**src/rtl/uart_frame_pkg.sv**
```systemverilog
// Shared types and constants for the UART frame scheduler.
package uart_frame_pkg;

    typedef enum logic [2:0] {
        StIdle,
        StSend,
        StWait,
        StDone,
        StAbort
    } state_e;

    localparam logic [7:0] SYNC_BYTE = 8'hA5;

    // sync + source id + payload + checksum
    function automatic int unsigned frame_len(input int unsigned payload_bytes);
        return payload_bytes + 3;
    endfunction

endpackage

```
**src/rtl/uart_frame_scheduler_if.sv**
```systemverilog
// Requester-side and serializer-side signals of the frame scheduler.
interface uart_frame_scheduler_if #(
    parameter int unsigned N_SRC         = 4,
    parameter int unsigned Word          = 8,
    parameter int unsigned PAYLOAD_BYTES = 2
);

    logic [N_SRC-1:0]                    req;
    logic [N_SRC*PAYLOAD_BYTES*Word-1:0] payload;
    logic [N_SRC-1:0]                    grant;
    logic                                tx_en;
    logic [Word-1:0]                     tx_data;
    logic                                tx_done;
    logic                                busy;
    logic                                frame_sent;
    logic                                err;

    modport master (
        input  req, payload, tx_done,
        output grant, tx_en, tx_data, busy, frame_sent, err
    );

    modport slave (
        output req, payload, tx_done,
        input  grant, tx_en, tx_data, busy, frame_sent, err
    );

endinterface

```
**src/rtl/rr_arbiter.sv**
```systemverilog
// Combinational round-robin picker: first set request at or above rr_ptr, with wrap-around.
module rr_arbiter #(
    parameter int unsigned N_SRC = 4,
    parameter int unsigned IDX_W = $clog2(N_SRC)
) (
    input  logic [N_SRC-1:0] req,
    input  logic [IDX_W-1:0] rr_ptr,
    output logic [N_SRC-1:0] winner,
    output logic [IDX_W-1:0] winner_idx,
    output logic             valid
);

    logic [IDX_W-1:0] cand;

    always_comb begin
        winner     = '0;
        winner_idx = '0;
        valid      = 1'b0;
        cand       = '0;
        for (int unsigned i = 0; i < N_SRC; i++) begin
            cand = IDX_W'((32'(rr_ptr) + i) % N_SRC);
            if (!valid && req[cand]) begin
                valid       = 1'b1;
                winner[cand] = 1'b1;
                winner_idx  = cand;
            end
        end
    end

endmodule

```
**src/rtl/uart_frame_scheduler.sv**
```systemverilog
// Round-robin frame scheduler: grants one sensor, frames its payload and sequences the bytes
// through the serializer's enable/done handshake with a per-byte watchdog.
module uart_frame_scheduler
    import uart_frame_pkg::*;
#(
    parameter int unsigned N_SRC         = 4,
    parameter int unsigned Word          = 8,
    parameter int unsigned PAYLOAD_BYTES = 2,
    parameter int unsigned TIMEOUT_CYC   = 166640,
    parameter int unsigned TO_W          = 18
) (
    input  logic                  clk,
    input  logic                  rst,
    uart_frame_scheduler_if.master bus
);

    localparam int unsigned FRAME_LEN = frame_len(PAYLOAD_BYTES);
    localparam int unsigned SLICE_W   = PAYLOAD_BYTES * Word;
    localparam int unsigned SRC_W     = $clog2(N_SRC);
    localparam int unsigned IDX_W     = $clog2(FRAME_LEN);

    state_e           state_q, state_d;
    logic [SRC_W-1:0] rr_ptr_q, rr_ptr_d;
    logic [SRC_W-1:0] owner_q, owner_d;
    logic [IDX_W-1:0] idx_q, idx_d;
    logic [TO_W-1:0]  wd_q, wd_d;
    logic [N_SRC-1:0] grant_q, grant_d;
    logic [Word-1:0]  frame_q [FRAME_LEN];
    logic [Word-1:0]  frame_d [FRAME_LEN];
    logic             load_frame;

    logic [N_SRC-1:0]   arb_winner;
    logic [SRC_W-1:0]   arb_idx;
    logic               arb_valid;
    logic [SLICE_W-1:0] sel_payload;
    logic [Word-1:0]    chk;

    rr_arbiter #(
        .N_SRC (N_SRC),
        .IDX_W (SRC_W)
    ) u_arb (
        .req        (bus.req),
        .rr_ptr     (rr_ptr_q),
        .winner     (arb_winner),
        .winner_idx (arb_idx),
        .valid      (arb_valid)
    );

    // Candidate frame for the current arbitration winner; only latched on grant.
    always_comb begin
        frame_d     = '{default: '0};
        sel_payload = bus.payload[32'(arb_idx)*SLICE_W +: SLICE_W];
        frame_d[0]  = Word'(SYNC_BYTE);
        frame_d[1]  = Word'(arb_idx);
        for (int unsigned b = 0; b < PAYLOAD_BYTES; b++) begin
            frame_d[2+b] = sel_payload[(PAYLOAD_BYTES-1-b)*Word +: Word];
        end
        chk = '0;
        for (int unsigned b = 1; b < FRAME_LEN - 1; b++) begin
            chk = chk ^ frame_d[b];
        end
        frame_d[FRAME_LEN-1] = chk;
    end

    always_comb begin
        state_d    = state_q;
        rr_ptr_d   = rr_ptr_q;
        owner_d    = owner_q;
        idx_d      = idx_q;
        wd_d       = wd_q;
        grant_d    = '0;
        load_frame = 1'b0;
        case (state_q)
            StIdle: begin
                if (arb_valid) begin
                    grant_d    = arb_winner;
                    owner_d    = arb_idx;
                    load_frame = 1'b1;
                    idx_d      = '0;
                    state_d    = StSend;
                end
            end
            StSend: begin
                wd_d    = '0;
                state_d = StWait;
            end
            StWait: begin
                if (bus.tx_done) begin
                    if (idx_q == IDX_W'(FRAME_LEN - 1)) begin
                        state_d = StDone;
                    end else begin
                        idx_d   = idx_q + 1'b1;
                        state_d = StSend;
                    end
                end else if (wd_q == TO_W'(TIMEOUT_CYC - 1)) begin
                    state_d = StAbort;
                end else begin
                    wd_d = wd_q + 1'b1;
                end
            end
            StDone, StAbort: begin
                rr_ptr_d = (owner_q == SRC_W'(N_SRC - 1)) ? '0 : owner_q + 1'b1;
                state_d  = StIdle;
            end
            default: state_d = StIdle;
        endcase
    end

    always_ff @(posedge clk) begin
        if (!rst) begin
            state_q  <= StIdle;
            rr_ptr_q <= '0;
            owner_q  <= '0;
            idx_q    <= '0;
            wd_q     <= '0;
            grant_q  <= '0;
            frame_q  <= '{default: '0};
        end else begin
            state_q  <= state_d;
            rr_ptr_q <= rr_ptr_d;
            owner_q  <= owner_d;
            idx_q    <= idx_d;
            wd_q     <= wd_d;
            grant_q  <= grant_d;
            if (load_frame) begin
                frame_q <= frame_d;
            end
        end
    end

    assign bus.grant      = grant_q;
    assign bus.tx_en      = (state_q == StSend);
    assign bus.tx_data    = frame_q[idx_q];
    assign bus.busy       = (state_q != StIdle);
    assign bus.frame_sent = (state_q == StDone);
    assign bus.err        = (state_q == StAbort);

endmodule

```
**src/flat_wrapper.sv**
```systemverilog
// flat-port wrapper written by rule: the top's interface ports become plain ports
module uart_frame_scheduler_flat import uart_frame_pkg::*;
#(
    parameter int unsigned N_SRC         = 4,
    parameter int unsigned Word          = 8,
    parameter int unsigned PAYLOAD_BYTES = 2,
    parameter int unsigned TIMEOUT_CYC   = 166640,
    parameter int unsigned TO_W          = 18
)
  (clk, rst, bus_req, bus_payload, bus_tx_done, bus_grant, bus_tx_en, bus_tx_data, bus_busy, bus_frame_sent, bus_err);
  uart_frame_scheduler_if #(.N_SRC(N_SRC), .Word(Word), .PAYLOAD_BYTES(PAYLOAD_BYTES)) bus_i ();
  input  logic clk;
  input  logic rst;
  input wire logic [$bits(bus_i.req)-1:0] bus_req;
  input wire logic [$bits(bus_i.payload)-1:0] bus_payload;
  input wire logic [$bits(bus_i.tx_done)-1:0] bus_tx_done;
  output wire logic [$bits(bus_i.grant)-1:0] bus_grant;
  output wire logic [$bits(bus_i.tx_en)-1:0] bus_tx_en;
  output wire logic [$bits(bus_i.tx_data)-1:0] bus_tx_data;
  output wire logic [$bits(bus_i.busy)-1:0] bus_busy;
  output wire logic [$bits(bus_i.frame_sent)-1:0] bus_frame_sent;
  output wire logic [$bits(bus_i.err)-1:0] bus_err;
  assign bus_i.req = bus_req;
  assign bus_i.payload = bus_payload;
  assign bus_i.tx_done = bus_tx_done;
  assign bus_grant = bus_i.grant;
  assign bus_tx_en = bus_i.tx_en;
  assign bus_tx_data = bus_i.tx_data;
  assign bus_busy = bus_i.busy;
  assign bus_frame_sent = bus_i.frame_sent;
  assign bus_err = bus_i.err;
  uart_frame_scheduler #(.N_SRC(N_SRC), .Word(Word), .PAYLOAD_BYTES(PAYLOAD_BYTES), .TIMEOUT_CYC(TIMEOUT_CYC), .TO_W(TO_W)) u_core (.clk(clk), .rst(rst), .bus(bus_i));
endmodule
```
**config.mk**
```make
export PLATFORM = sky130hd
export DESIGN_NAME = uart_frame_scheduler_flat
export DESIGN_NICKNAME = d
export VERILOG_FILES = /design/src/rtl/uart_frame_pkg.sv /design/src/rtl/uart_frame_scheduler_if.sv /design/src/rtl/rr_arbiter.sv /design/src/rtl/uart_frame_scheduler.sv /design/src/flat_wrapper.sv
export SDC_FILE = /design/constraint.sdc
export NUM_CORES = 1
export LEC_CHECK = 0
export CAP_MARGIN = 0
export CORE_MARGIN = 2
export CORE_UTILIZATION = 46
export CTS_CLUSTER_DIAMETER = 120
export CTS_CLUSTER_SIZE = 20
export DETAILED_ROUTE_END_ITERATION = 10
export GPL_TIMING_DRIVEN = 0
export PLACE_DENSITY = 0.76
export SYNTH_ARGS = -nofsm -noshare
export SYNTH_HDL_FRONTEND = slang
export SYNTH_SLANG_ARGS = --single-unit
```
**constraint.sdc**
```tcl
create_clock -name clk -period 3.1 [get_ports clk]
set_clock_uncertainty 0.15 [all_clocks]
set_input_delay 0.775 -clock clk [delete_from_list [all_inputs] [get_ports clk]]
set_output_delay 0.775 -clock clk [all_outputs]
set_load 0.1 [all_outputs]
```
==> run metrics, run 1 <==
CTS root buffer clkbuf_8; first-pass GRT wire length 19.1 mm; number of port buffers 84; Leakage 2.12 nW; I/O pin count 87; largest vdd supply drop 0.280 mV; MaxCap Viol Count 0; Layout area overhead 35.9%; drt first pass iters 6; CP startpoint kind flip-flop; Worst EP arrival 2.07 ns; Worst-path clk slew 0.07 ns; minimum clock period 3.00 ns; setup TNS 0 ns; Post-DRT Antenna Nets 0; status complete, no violations; CTS Hold Bufs 0; initial antenna violation count 0; setup ws final 0.101 ns; nature of the critical path endpoint output pin; Cell Pwr Density 418 nW/um2; synthesized area 4150 um2; Starting DRT DRC Count 156; gr ovfl total 0; RSZ-0062 raised after global routing true; R2R Setup Slk 0.13 ns; DR vias 4085; Unique masters post-synth 61; worst-margin pin slew 0.960 ns; total power 2.36 mW; Chip Width 99.0 um; drt drc 0; Core Area 8720 um2; total CTS buffers 9; CTS tree yes; syn nets 578; Final HPWL DP 8.64 mm; Post-synth EDFFs 0; Max H-tree Level 3; Worst Path Required 2.17 ns; final hold vios 0; Final setup viols 0; pin count of the biggest net entering global routing 11; fill count 731; layout cells sized above 1 0.185; TritonCTS Sinks 57; die area 9810 um2; vias in the first global route 4128; crit path kind reg2out; post-synthesis async set-or-reset flop share 0; Initial Utilization 0.476; final worst path period share 0.967; Max Freq 333 MHz; Cell Rows 34; Die H 99.0 um; final WL 11.9 mm; Synth Instances 495; nets 685; synthesized flop and latch total 57; gpl congestion 0.815; Crit Path Max Fanout 9; Synth Warn # 0; Clk Latency, worst-skew pair 0.35 ns; fin. max-slew vios 0; Max-slew headroom 0.358; post-synthesis sequential area ratio 0.275; pre-CTS setup slack -0.948 ns; ANT cells 0; gr usage total 0.240; vias per cell 5.71; Post-synth top flop dfxtp_1; WL/cell 16.6 um; worst hold path class reg2reg; Max clock buf depth 2; Mean Syn Cell Area 8.39 um2
-- final timing paths --
path                                    startpoint                  to  cells past startpoint
worst min-delay path            u_core.frame_q[21]  u_core.frame_q[21]                      2
worst max register to register  u_core.rr_ptr_q[0]   u_core.frame_q[6]                     11
worst max-delay path               u_core.idx_q[2]      bus_tx_data[0]                      4
worst min register to register  u_core.frame_q[21]  u_core.frame_q[21]                      2
-- placed cells by master, fill, tap and decap left out, drive strengths merged, types with 4 or more instances in the layout --
cell type	instances
buf	38
nand2b	8
clkbuf	32
and3	6
a21boi	17
or3	6
ha	12
a21oi	23
a221oi	5
mux2	19
mux2i	41
nand4	6
xnor2	31
and2	4
o211ai	16
nor3	4
inv	8
clkdlybuf4s50	70
nor2b	5
dfxtp	57
o21ai	21
or2	5
nor2	37
a22oi	8
nand2	64
xor2	11
nand3	7
nand3b	4
-- layer usage --
layer	track usage	wire length, um
met1	0.279	4800
met2	0.429	6210
met3	0.0532	515
met4	0.0927	332
met5	0	0
-- power by group --
part           internal [mW]  leakage, nW  switching, mW
Combinational          0.410         1.56          0.488
Sequential             0.792        0.468         0.0363
Clock                  0.328       0.0911          0.306
Total                   1.53         2.12          0.831
-- Yosys cell counts (all sizes together), types with 2 or more instances --
cell type  count  area share
a22oi          8       0.014
o211ai        16       0.029
mux2i         41       0.099
o221ai         2      0.0042
o21ai         21       0.025
buf           13       0.019
mux4           3       0.016
nand4          6      0.0090
nor4bb         3      0.0072
a221oi         5       0.012
dfxtp         57        0.27
a2bb2oi        2      0.0099
a32oi          2      0.0060
nand2         64       0.058
mux2          19       0.052
a21boi        17       0.031
o22ai          2      0.0030
inv            9      0.0081
and2           4      0.0060
nor2          37       0.033
or2            5      0.0075
a32o           2      0.0048
a21oi         23       0.029
xor2          11       0.023
clkbuf        22       0.020
nor3           4      0.0048
a211o          2      0.0042
or3            6      0.0090
nand3          7      0.0096
and3           6      0.0090
xnor2         31       0.065
nand2b         8       0.012
ha            12       0.036
nor2b          5      0.0075
nor3b          2      0.0036
nand3b         4      0.0072
-- registers in the layout (all words and copies together) (netlist names) --
register          count
u_core.frame_q       25
u_core.owner_q        2
u_core.idx_q          3
u_core.bus.grant      4
u_core.state_q        3
u_core.wd_q          18
u_core.rr_ptr_q       2
-- cell type report --
| cell class | count | area [um2] | share of cell area |
|---|---|---|---|
| multi-input combinational | 394 | 2940 | 0.521 |
| tap | 108 | 135 | 0.0239 |
| clock inverter | 5 | 30.0 | 0.00532 |
| inverter | 9 | 37.5 | 0.00665 |
| timing repair buffer | 102 | 992 | 0.176 |
| clock buffer | 11 | 151 | 0.0268 |
| sequential | 57 | 1150 | 0.204 |
| buffer | 29 | 208 | 0.0368 |
-- per-stage QoR --
stage	cell area, um2	std cells	utilization	hold slack, ns
after floorplan	4190	495	-	0.281
after global placement	5160	687	0.592	0.294
after detailed placement	5160	687	0.592	0.296
after CTS	5570	710	0.638	0.304
after global routing	5640	715	0.647	0.324
final	5640	715	0.647	0.303
-- critical path, cell delays in order, from the launching register on --
cell and delay (ns):
dfxtp_1 0.59, inv_1 0.18, nor2_2 0.26, a32o_1 0.25, buf_2 0.44
-- cells by family (layout without fill, tap and decap cells) --
| kind of cell | after synthesis | after routing | share of synthesized area |
|---|---|---|---|
| fa+ha+maj | 12 | 12 | 0.0361 |
| compound gates | 109 | 109 | 0.189 |
| xor+xnor | 42 | 42 | 0.0886 |
| simple gates | 168 | 168 | 0.198 |
| flops | 57 | 57 | 0.275 |
| buf+inv | 44 | 156 | 0.0470 |
| mux | 63 | 63 | 0.167 |
-- what timing repair did --
item	in CTS	in global routing
resized for setup	91	32
pin swaps	5	6
endpoints found under the setup margin	38	35
gates cloned	1	1
buffers inserted	7	9
(Power assumes the default switching activity.)
==> run 2, diff against run 1 <==
--- a/config.mk
+++ b/config.mk
@@ -6,13 +6,15 @@
 export NUM_CORES = 1
 export LEC_CHECK = 0
 export CAP_MARGIN = 0
+export CELL_PAD_IN_SITES_DETAIL_PLACEMENT = 0
+export CELL_PAD_IN_SITES_GLOBAL_PLACEMENT = 1
 export CORE_MARGIN = 2
-export CORE_UTILIZATION = 46
+export CORE_UTILIZATION = 35
 export CTS_CLUSTER_DIAMETER = 120
 export CTS_CLUSTER_SIZE = 20
 export DETAILED_ROUTE_END_ITERATION = 10
 export GPL_TIMING_DRIVEN = 0
-export PLACE_DENSITY = 0.76
+export PLACE_DENSITY_LB_ADDON = 0.1
 export SYNTH_ARGS = -nofsm -noshare
 export SYNTH_HDL_FRONTEND = slang
 export SYNTH_SLANG_ARGS = --single-unit
==> run 2 against run 1 <==
Compared with the run above:
- the run now ends with DRC left
- utilization is 14 points lower
- largest power group is now clock
- combinational power is 1% higher
- highest routed layer unchanged
- sequential share of layout area is 0.67 points lower
- setup slack worse by 0.043 ns
==> run metrics, run 2 (synthesized netlist as in run 1, its figures left out) <==
status finished with violations; failing checks DRC; nets 689 (+0.58%); drt first pass iters 8 (+2); Clk Latency, worst-skew pair 0.32 ns (-0.03 ns); fin. max-slew vios 0 (unchanged); dpl cell area 5210 um2 (+0.85%); max reg flops 25 (unchanged); Max Freq 329 MHz (-1.4%); Crit Path Max Fanout 10 (+1); commonest non-fill, non-tap cell in the layout clkdlybuf4s50_1; Layout area overhead 40.5%; gr usage total 0.195 (-0.0456); Reg area 1150 um2 (unchanged); Leakage 2.20 nW (+3.9%); Final HPWL DP 9.20 mm (+6.5%); Chip Width 113 um (+14%); gpl congestion 0.843 (+3.4%); initial antenna violation count 0 (unchanged); WL/cell 16.0 um (-3.3%); Top delay family on crit path buffers and inverters; crit path kind reg2out; Core Util, Final 0.507 (-0.140); Post-DRT Antenna Nets 0 (unchanged); Max H-tree Level 3 (unchanged); final worst path period share 0.981 (+0.0140); layout cells sized above 1 0.182 (-0.00284); pre-CTS setup slack -1.04 ns (-0.0870 ns); most frequent cells in the layout clkdlybuf4s50_1, nand2_1, dfxtp_1; multi-input logic area 2940 um2 (-0.21%); number of port buffers 84 (unchanged); total CTS buffers 9 (unchanged); pin count of the biggest net entering global routing 11 (unchanged); worst hold path class reg2reg; Die H 113 um (+14%); Max clock buf depth 2 (unchanged); Worst path slowest cell clkdlybuf4s15_1; I/O pin count 87 (unchanged); CTS Hold Bufs 0 (unchanged); drt drc 4 (+4); vias per cell 5.24 (-8.3%); MaxCap Viol Count 0 (unchanged); hold_ws 0.301 ns (-0.00190 ns); most flop-heavy register u_core.frame_q; Initial Utilization 0.361 (-0.116); TritonCTS Sinks 57 (unchanged); Worst-path clk slew 0.05 ns (-0.02 ns); gr ovfl total 0 (unchanged); die area 12800 um2 (+30%); ANT cells 0 (unchanged); vias in the first global route 4117 (-0.27%); final WL 12.1 mm (+2.0%); DR vias 3950 (-3.3%); Worst Path Required 2.17 ns (about the same); Buffers & Inverters on Critical Path 2 (unchanged); fin area 5840 um2 (+3.4%); RSZ-0062 raised after global routing false; Cell Pwr Density 460 nW/um2 (+9.8%); final hold vios 0 (unchanged); first-pass GRT wire length 19.9 mm (+3.8%); CTS root buffer clkbuf_16; Critical Path Max Stage Delay 0.87 ns (+0.28 ns); nature of the critical path endpoint output pin; fill count 1110 (+52%); setup TNS 0 ns (unchanged); Cell Rows 39 (+15%); CTS tree yes; Starting DRT DRC Count 141 (-9.6%); setup ws final 0.0574 ns (-0.0434 ns); CP startpoint kind flip-flop; Final setup viols 0 (unchanged); minimum clock period 3.04 ns (+0.0434 ns); Worst EP arrival 2.12 ns (+0.05 ns); largest vdd supply drop 0.298 mV (+6.5%); Core Area 11500 um2 (+32%); worst-margin pin slew 0.972 ns (+0.0127 ns); Max-slew headroom 0.350 (-0.00852); cell chain of the critical path clkbuf_1, nor3b_2, clkdlybuf4s15_1
==> run 2: power breakdown <==
part / total [mW] / switching (mW) / internal [mW]
combinational: 0.909 / 0.496 / 0.413
clock: 0.942 / 0.318 / 0.624
sequential: 0.831 / 0.0363 / 0.794
total: 2.68 / 0.851 / 1.83
==> run 2: per-stage QoR <==
stage / total power [mW] / cells
finish: 2.68 / 754
global route: 2.82 / 754
CTS: 2.70 / 754
detailed placement: 1.66 / 722
global placement: 1.65 / 722
floorplan: 1.39 / 495
==> run 2: final cells by class <==
cell class / count / share of cell area
Multi-Input combinational cell: 394 / 0.503
Sequential cell: 57 / 0.197
Timing Repair Buffer: 103 / 0.172
Clock buffer: 14 / 0.0487
Buffer: 32 / 0.0407
Tap cell: 143 / 0.0307
Inverter: 9 / 0.00686
Clock inverter: 2 / 0.00172
==> run 2: final timing paths <==
| check | endpoint | depth (start not counted) | slack [ns] | start |
|---|---|---|---|---|
| worst max-delay path | bus_tx_en | 3 | 0.06 | u_core.state_q[0] |
| worst min-delay path | u_core.frame_q[10] | 2 | 0.30 | u_core.frame_q[10] |
| worst max register to register | u_core.frame_q[8] | 12 | 0.10 | u_core.rr_ptr_q[0] |
| worst min register to register | u_core.frame_q[10] | 2 | 0.30 | u_core.frame_q[10] |
==> run 2: worst reg2reg max path: stages (launching register included) <==
cell and delay [ns]:
dfxtp_4 0.39, clkinvlp_4 0.12, ha_4 0.27, buf_6 0.12, mux2_4 0.32, a32oi_4 0.28, a2bb2oi_4 0.18, buf_12 0.14
buf_8 0.13, buf_4 0.12, mux2_2 0.32, o211ai_1 0.23, a21boi_0 0.12
==> run 2: per-layer routing <==
metal	wire length, um	track usage
met1	5300	0.224
met3	465	0.0455
met2	6160	0.366
met4	161	0.0439
met5	0	0
==> run 2: repair_timing <==
item                       CTS  global route
gates cloned                 1             0
setup buffers               15             3
setup endpoints to repair   38            40
pin swaps                    8             7
resized for setup          102            19
==> run 3, diff against run 2 <==
--- a/config.mk
+++ b/config.mk
@@ -5,6 +5,7 @@
 export SDC_FILE = /design/constraint.sdc
 export NUM_CORES = 1
 export LEC_CHECK = 0
+export ABC_CLOCK_PERIOD_IN_PS = 3100
 export CAP_MARGIN = 0
 export CELL_PAD_IN_SITES_DETAIL_PLACEMENT = 0
 export CELL_PAD_IN_SITES_GLOBAL_PLACEMENT = 1
@@ -14,7 +15,7 @@
 export CTS_CLUSTER_SIZE = 20
 export DETAILED_ROUTE_END_ITERATION = 10
 export GPL_TIMING_DRIVEN = 0
-export PLACE_DENSITY_LB_ADDON = 0.1
+export PLACE_DENSITY = 0.81
 export SYNTH_ARGS = -nofsm -noshare
 export SYNTH_HDL_FRONTEND = slang
 export SYNTH_SLANG_ARGS = --single-unit
==> run 3 against run 2 <==
Compared with the run above:
- routed wire length fell by 3.0%
- setup slack improved by 0.023 ns
- combinational power fell by 2.4%
- clock-buffer cell count fell by 2
- die area did not move
- sequential share of layout area rose by 0.35 points
- the flow still finishes with violations (DRC)
- global-route usage fell by 0.81 points
- power fell by 4.1%
==> run metrics, run 3 (synthesized netlist as in run 1, its figures left out) <==
status finished with violations; failing checks DRC; vias in the first global route 3967 (-3.6%); worst hold path class reg2reg; final WL 11.7 mm (-3.0%); commonest non-fill, non-tap cell in the layout clkdlybuf4s50_1; I/O pin count 87 (unchanged); minimum clock period 3.02 ns (-0.0227 ns); hold_ws 0.301 ns (+0.000364 ns); Cell Pwr Density 448 nW/um2 (-2.4%); WL/cell 15.7 um (-2.4%); Buffers & Inverters on Critical Path 2 (unchanged); fin area 5730 um2 (-1.8%); RSZ-0062 raised after global routing false; number of port buffers 84 (unchanged); Max clock buf depth 2 (unchanged); first-pass GRT wire length 19.3 mm (-2.9%); CP startpoint kind flip-flop; Initial Utilization 0.361 (unchanged); Post-DRT Antenna Nets 0 (unchanged); total power 2.57 mW (-4.1%); Leakage 2.14 nW (-2.8%); cell chain of the critical path clkbuf_1, nor3b_2, clkdlybuf4s15_1; die area 12800 um2 (unchanged); total CTS buffers 9 (unchanged); Worst-path clk slew 0.05 ns (about the same); Crit Path Max Fanout 10 (unchanged); vias per cell 5.35 (+2.1%); pin count of the biggest net entering global routing 11 (unchanged); Chip Width 113 um (unchanged); MaxCap Viol Count 0 (unchanged); CTS tree yes; drt first pass iters 8 (unchanged); crit path kind reg2out; TritonCTS Sinks 57 (unchanged); Final setup viols 0 (unchanged); gr ovfl total 0 (unchanged); Max H-tree Level 3 (unchanged); Worst EP arrival 2.09 ns (-0.03 ns); CTS Hold Bufs 0 (unchanged); nature of the critical path endpoint output pin; nets 684 (-0.73%); final worst path period share 0.974 (-0.00732); DR vias 4008 (+1.5%); Max-slew headroom 0.354 (+0.00441); Top delay family on crit path buffers and inverters; layout cells sized above 1 0.167 (-0.0150); Starting DRT DRC Count 264 (+87%); Die H 113 um (unchanged); ANT cells 0 (unchanged); Critical Path Max Stage Delay 0.85 ns (-0.02 ns); Worst Path Required 2.17 ns (about the same); max reg flops 25 (unchanged); Max Freq 331 MHz (+0.75%); most flop-heavy register u_core.frame_q; Post-Place Cells 722 (unchanged); most frequent cells in the layout clkdlybuf4s50_1, nand2_1, dfxtp_1; Core Util, Final 0.498 (-0.00891); initial antenna violation count 0 (unchanged); drt drc 3 (-1); CTS root buffer clkbuf_16; gpl congestion 0.844 (+0.14%); pre-CTS setup slack -0.884 ns (+0.152 ns); Clk Latency, worst-skew pair 0.32 ns (about the same); dpl cell area 5210 um2 (unchanged); gr usage total 0.187 (-0.00810); Cell Rows 39 (unchanged); final hold vios 0 (unchanged); largest vdd supply drop 0.222 mV (-26%); setup ws final 0.0801 ns (+0.0227 ns); Cell Count, Final, Fillers Out 749 (-0.66%); Core Area 11500 um2 (unchanged); worst-margin pin slew 0.966 ns (-0.00659 ns); setup TNS 0 ns (unchanged); Final HPWL DP 8.84 mm (-3.9%); Worst path slowest cell clkdlybuf4s15_1; fin. max-slew vios 0 (unchanged); Layout area overhead 38.0%
run 3: metal layers:
metal	global-route usage	vias to the layer above	wire (um)
met5	0	-	0
met4	0.0447	0	146
met3	0.0396	11	526
met2	0.341	112	5940
met1	0.224	1906	5110
li1	-	1979	-
run 3: what timing repair did:
action	4_1_cts	5_1_grt
pin swaps	7	6
buffers inserted	12	3
endpoints found under the setup margin	38	38
gates resized for setup	99	16
gates cloned	1	0
run 3: cell type report:
| class | count | area (um2) |
|---|---|---|
| Fill cell | 1105 | 5780 |
| Timing Repair Buffer | 100 | 967 |
| Clock inverter | 4 | 20.0 |
| Clock buffer | 12 | 236 |
| Sequential cell | 57 | 1150 |
| Tap cell | 143 | 179 |
| Inverter | 9 | 42.5 |
| Buffer | 30 | 213 |
| Multi-Input combinational cell | 394 | 2930 |
run 3: where the power goes:
group | total, mW | switching [mW] | internal (mW)
registers | 0.831 | 0.0365 | 0.794
logic | 0.887 | 0.485 | 0.401
clock network | 0.853 | 0.320 | 0.534
run 3: path summary, 6_finish.rpt:
kind / startpoint / slack (ns) / to / cells after the start
max: u_core.state_q[0] / 0.08 / bus_tx_en / 3
min: u_core.frame_q[19] / 0.30 / u_core.frame_q[19] / 2
min reg2reg: u_core.frame_q[19] / 0.30 / u_core.frame_q[19] / 2
max reg2reg: u_core.rr_ptr_q[0] / 0.16 / u_core.frame_q[1] / 10
run 3: worst register-to-register path, delay by kind of cell, from the launching register on:
| kind | cells | cell delay, ns |
|---|---|---|
| xor+xnor | 1 | 0.14 |
| compound gates | 3 | 0.68 |
| buf+inv | 3 | 0.37 |
| flops | 1 | 0.39 |
| mux | 2 | 0.77 |
| fa+ha+maj | 1 | 0.33 |
